$ cat config.mk
export PLATFORM = sky130hd
export DESIGN_NAME = bit_deframer
export DESIGN_NICKNAME = d
export VERILOG_FILES = /design/src/rtl/bit_deframer.sv
export SDC_FILE = /design/constraint.sdc
export NUM_CORES = 1
export LEC_CHECK = 0
export ABC_AREA = 1
export BUFFER_PORTS_ARGS = -buffer_cell sky130_fd_sc_hd__buf_2
export CORE_AREA = 4 4 93 95
export DETAILED_ROUTE_END_ITERATION = 8
export DIE_AREA = 0 0 97 99
export PLACE_DENSITY = 0.57
export SLEW_MARGIN = 20
export SYNTH_ARGS = -nofsm -noshare
export SYNTH_HDL_FRONTEND = slang
export SYNTH_SLANG_ARGS = --single-unit
$ cat constraint.sdc
create_clock -name clk -period 2.9 [get_ports clk]
set_input_delay 0.435 -clock clk [delete_from_list [all_inputs] [get_ports clk]]
set_output_delay 0.435 -clock clk [all_outputs]
set_load 0.02 [all_outputs]
$ cat src/rtl/bit_deframer.sv
// bit_deframer: sync-word hunt with BPSK polarity resolution, MSB-first byte packing, byte FIFO out
//   clk, rst            clock, asynchronous active-high reset
//   enable              receiver armed; low forces HUNT and drops any partial byte
//   bit_in, bit_valid   demodulated hard bit and its one-cycle strobe
//   byte_out/valid/ready FIFO head byte, non-empty flag, consumer accept
//   locked              high while packing payload
//   inverted            inverse sync seen; payload bits are flipped
//   frame_done          one-cycle pulse after the last payload byte of a frame is pushed
//   overflow            sticky: a byte was dropped because the FIFO was full
module bit_deframer #(
    parameter int                    SYNC_WIDTH = 8,
    parameter logic [SYNC_WIDTH-1:0] SYNC_WORD  = 8'hD5,
    parameter int                    FRAME_LEN  = 4,
    parameter int                    FIFO_DEPTH = 4
) (
    input  logic       clk,
    input  logic       rst,
    input  logic       enable,
    input  logic       bit_in,
    input  logic       bit_valid,
    output logic [7:0] byte_out,
    output logic       byte_valid,
    input  logic       byte_ready,
    output logic       locked,
    output logic       inverted,
    output logic       frame_done,
    output logic       overflow
);
    localparam int FW = $clog2(SYNC_WIDTH + 1);
    localparam int PW = $clog2(FIFO_DEPTH);
    localparam int CW = PW + 1;

    typedef enum logic {HUNT, PAYLOAD} state_t;

    state_t                state, state_n;
    logic [SYNC_WIDTH-1:0] sh, sh_n, sh_shift;
    logic [FW-1:0]         fill, fill_n;
    logic                  inv_n;
    logic [6:0]            bsr, bsr_n;
    logic [2:0]            bit_cnt, bit_cnt_n;
    logic [7:0]            byte_cnt, byte_cnt_n;
    logic                  push, last;
    logic [7:0]            push_data;
    logic [7:0]            mem [FIFO_DEPTH];
    logic [PW-1:0]         wr_ptr, rd_ptr;
    logic [CW-1:0]         count;
    logic                  full, pop, wr_ok;

    assign sh_shift  = {sh[SYNC_WIDTH-2:0], bit_in};
    assign push_data = {bsr, bit_in ^ inverted};
    assign locked    = state == PAYLOAD;

    always_comb begin
        state_n    = state;
        sh_n       = sh;
        fill_n     = fill;
        inv_n      = inverted;
        bsr_n      = bsr;
        bit_cnt_n  = bit_cnt;
        byte_cnt_n = byte_cnt;
        push       = 1'b0;
        last       = 1'b0;
        if (!enable) begin
            state_n    = HUNT;
            fill_n     = '0;
            bit_cnt_n  = '0;
            byte_cnt_n = '0;
        end else if (bit_valid) begin
            if (state == HUNT) begin
                sh_n   = sh_shift;
                fill_n = (fill == FW'(SYNC_WIDTH)) ? fill : fill + FW'(1);
                // the bit being taken counts toward the fill, hence SYNC_WIDTH-1
                if (fill >= FW'(SYNC_WIDTH - 1) && (sh_shift == SYNC_WORD || sh_shift == ~SYNC_WORD)) begin
                    state_n    = PAYLOAD;
                    inv_n      = sh_shift != SYNC_WORD;
                    bit_cnt_n  = '0;
                    byte_cnt_n = '0;
                end
            end else begin
                bsr_n     = push_data[6:0];
                bit_cnt_n = bit_cnt + 3'd1;
                if (bit_cnt == 3'd7) begin
                    push       = 1'b1;
                    byte_cnt_n = byte_cnt + 8'd1;
                    if (byte_cnt == 8'(FRAME_LEN - 1)) begin
                        last       = 1'b1;
                        state_n    = HUNT;
                        fill_n     = '0;
                        sh_n       = '0;
                        byte_cnt_n = '0;
                    end
                end
            end
        end
    end

    // a pop frees the head slot on the same edge, so a full FIFO still takes the push
    assign byte_valid = count != '0;
    assign pop        = byte_valid && byte_ready;
    assign full       = count == CW'(FIFO_DEPTH);
    assign wr_ok      = push && (!full || pop);
    assign byte_out   = byte_valid ? mem[rd_ptr] : 8'h00;

    always_ff @(posedge clk or posedge rst) begin
        if (rst) begin
            state      <= HUNT;
            sh         <= '0;
            fill       <= '0;
            inverted   <= 1'b0;
            bsr        <= '0;
            bit_cnt    <= '0;
            byte_cnt   <= '0;
            frame_done <= 1'b0;
            overflow   <= 1'b0;
            wr_ptr     <= '0;
            rd_ptr     <= '0;
            count      <= '0;
        end else begin
            state      <= state_n;
            sh         <= sh_n;
            fill       <= fill_n;
            inverted   <= inv_n;
            bsr        <= bsr_n;
            bit_cnt    <= bit_cnt_n;
            byte_cnt   <= byte_cnt_n;
            frame_done <= last;
            overflow   <= overflow | (push && !wr_ok);
            wr_ptr     <= wr_ok ? wr_ptr + PW'(1) : wr_ptr;
            rd_ptr     <= pop ? rd_ptr + PW'(1) : rd_ptr;
            count      <= count + CW'(wr_ok) - CW'(pop);
        end
    end

    always_ff @(posedge clk) begin
        if (wr_ok)
            mem[wr_ptr] <= push_data;
    end
endmodule

==> summary.txt <==
Final Skew - 0.0120 ns
Vias per std cell - 4.68
Placement-stage cell area - 3630 µm²
Drt total wl - 6.29 mm
Worst path buffer plus inverter count - 2
Die width - 97 µm
Met2 WL - 2.99 mm
ANT cells - 0
Number of synthesized flops with an enable pin - 32
# rows - 32
First-pass GRT wire length - 11.1 mm
Core box area - 7730 µm²
Syn-to-layout area delta - 11.9%
Area of the die - 9600 µm²
CP Cell Sequence - inv_2 > o21ai_0 > a21oi_1 > buf_2
Top Metal Used - met4
M1 WL - 3.02 mm
Top Ports - 19
CTS max path bufs - 2
# hold bufs at CTS - 0
CTS tree - yes
Final Hold Viols - 0
CP startpoint kind - flop
Post-synth ARST share - 0.556
Crit-path leading delay family - flip-flops
Pwr dens - 695 nW/µm²
Vias in the first global route - 2329
Post-route cell area - 3830 µm²
Root buf cell - clkbuf_8
Synthesized instance count - 379
Setup TNS - 0 ns
Iter 0 DRT Violations - 49
CTS sink count - 72
First-pass iteration count of the detailed router - 4
Max-cap violations - 0
# nets final - 424
ANT nets after route - 0
Synth area leader - dfrtp_1
Worst Hold Class - input port to asynchronous set/reset pin
Post-layout minimum cycle time - 2.27 ns
CP max stage cell - dfrtp_1
DR WL met3 - 158 µm
Tot GR Track Use - 0.142
Initial Utilization - 0.443
Vias - 2403
Slew Viols, Final - 0
Tcrit/Tclk final - 0.782
Status - complete, no violations
Post-synth top area share - 0.293
Largest net degree at the start of global routing - 41
VDD IR-drop max - 0.227 mV
Crit Path Category - flop to primary output
RSZ-0062 raised after global routing - no
Clock-pin transition on the worst setup and hold timing paths - 0.08 ns
Layout cells sized above 1 - 0.131
Post CTS Setup Buffer Count - 0
Critical Path Fanout Max - 19
Synth Net Count - 397
Largest cells by area after synthesis - dfrtp_1 (29%), edfxtp_1 (28%), nand2_1 (10%), nor2_1 (6.8%), inv_1 (4.8%)
CP endpoint kind - primary output
Post-route DRC - 0
H-Tree Depth - 3
#FFs+latches synth - 72
Arr. time, crit path - 1.83 ns
Synthesized area per cell - 9.02 µm²
CTS Buf Count - 9
Die H - 99 µm
Most common cell in the netlist - nand2_1
Slew HR - 0.511
Synth unique cells - 28
Number of port buffers - 18
Post-Place Worst Slack - 0.569 ns
Fmax - 441 MHz
Gpl congestion - 0.768
Static Leak - 1.72 nW
Antenna violations before repair - 0
Final worst setup slack - 0.631 ns
Synth Warn # - 0
Post-Syn Area - 3420 µm²
Resize count post-CTS - 0
Seq/Total Area, Yosys - 0.574
Drt wl/cell - 12.3 µm
Slowest stage delay, CP - 0.73 ns
Skew-Pair Late Insertion Delay - 0.34 ns
Main synth FF type - dfrtp_1
Final Setup Violations - 0
Total grt overflow - 0
Post-synth top cells - nand2_1 (93), nor2_1 (62), inv_1 (44)
HPWL Detailed - 4.44 mm
Worst Path Required - 2.47 ns
Actual slew at the worst max-slew pin - 0.731 ns
[sequential cells by signal, summed over array words and instances (netlist names)]
name and flops:
inverted 1, count 3, bsr 7, overflow 1
wr_ptr 2, fill 4, sh 7, mem 32
locked 1, bit_cnt 3, byte_cnt 8, frame_done 1
rd_ptr 2
[where the power goes]
part	switching, mW	leakage [nW]	internal [mW]	total (mW)
combinational	0.397	0.870	0.234	0.632
clock	0.375	0.101	0.422	0.797
sequential	0.112	0.745	1.12	1.23
total	0.884	1.72	1.78	2.66
[routing by layer]
layer,up-vias,track usage
met5,-,0
li1,1257,-
met2,30,0.233
met1,1107,0.183
met4,0,0.0648
met3,9,0.0290
[cells in the final DEF, fill, tap and decap left out, drive strengths merged]
master  count
inv        50
xnor2       3
clkinv      4
nand2      99
nand3      19
clkbuf     11
nor4        1
nor2       66
nand4       2
buf        21
or2         1
a21oi      11
fa          1
nor3        2
edfxtp     32
bufinv      1
o21ai      30
xor2        5
o21bai      1
ha         11
dfrtp      40
[metrics by stage]
step	cells	utilization	hold slack (ns)	power, mW
detailed placement	497	0.470	0.471	1.90
global route	513	0.495	0.261	2.83
global placement	497	0.470	0.466	1.88
finish	513	0.495	0.208	2.66
CTS	513	0.495	0.215	2.69
floorplan	379	-	0.446	1.71
[layout make-up]
class | count | area, µm²
Clock inverter | 5 | 56.3
Tap cell | 102 | 128
Fill cell | 732 | 3900
Timing Repair Buffer | 21 | 113
Clock buffer | 11 | 141
Sequential cell | 72 | 1960
Multi-Input combinational cell | 252 | 1240
Inverter | 50 | 188
[worst reg2reg max path, stage by stage, from the launching register on]
cell     delay, ns
dfrtp_1       0.40
ha_1          0.21
ha_1          0.17
inv_1         0.14
nor2_2        0.07
nand2_2       0.14
ha_1          0.25
inv_1         0.06
ha_1          0.13
inv_1         0.05
fa_1          0.49
inv_1         0.04
[logic make-up (layout without fill, tap and decap cells)]
family | after synthesis | after routing | synth area share
simple gates | 190 | 190 | 0.229
compound gates | 42 | 42 | 0.0666
fa+ha+maj | 12 | 12 | 0.0461
buf+inv | 55 | 87 | 0.0637
xor+xnor | 8 | 8 | 0.0205
flops | 72 | 72 | 0.574
[path summary, 6_finish.rpt]
path / startpoint / end / slack, ns / cells past startpoint
min reg2reg: overflow / overflow / 0.48 / 1
min in group clk: bit_in / sh[0] / 0.36 / 3
max reg2reg: bit_cnt[0] / count[1] / 0.66 / 11
max in group asynchronous: rst / bsr[4] / 2.33 / 3
max: rd_ptr[0] / byte_out[4] / 0.63 / 4
min: rst / count[2] / 0.21 / 3
Power figures use the tool's default switching activity.
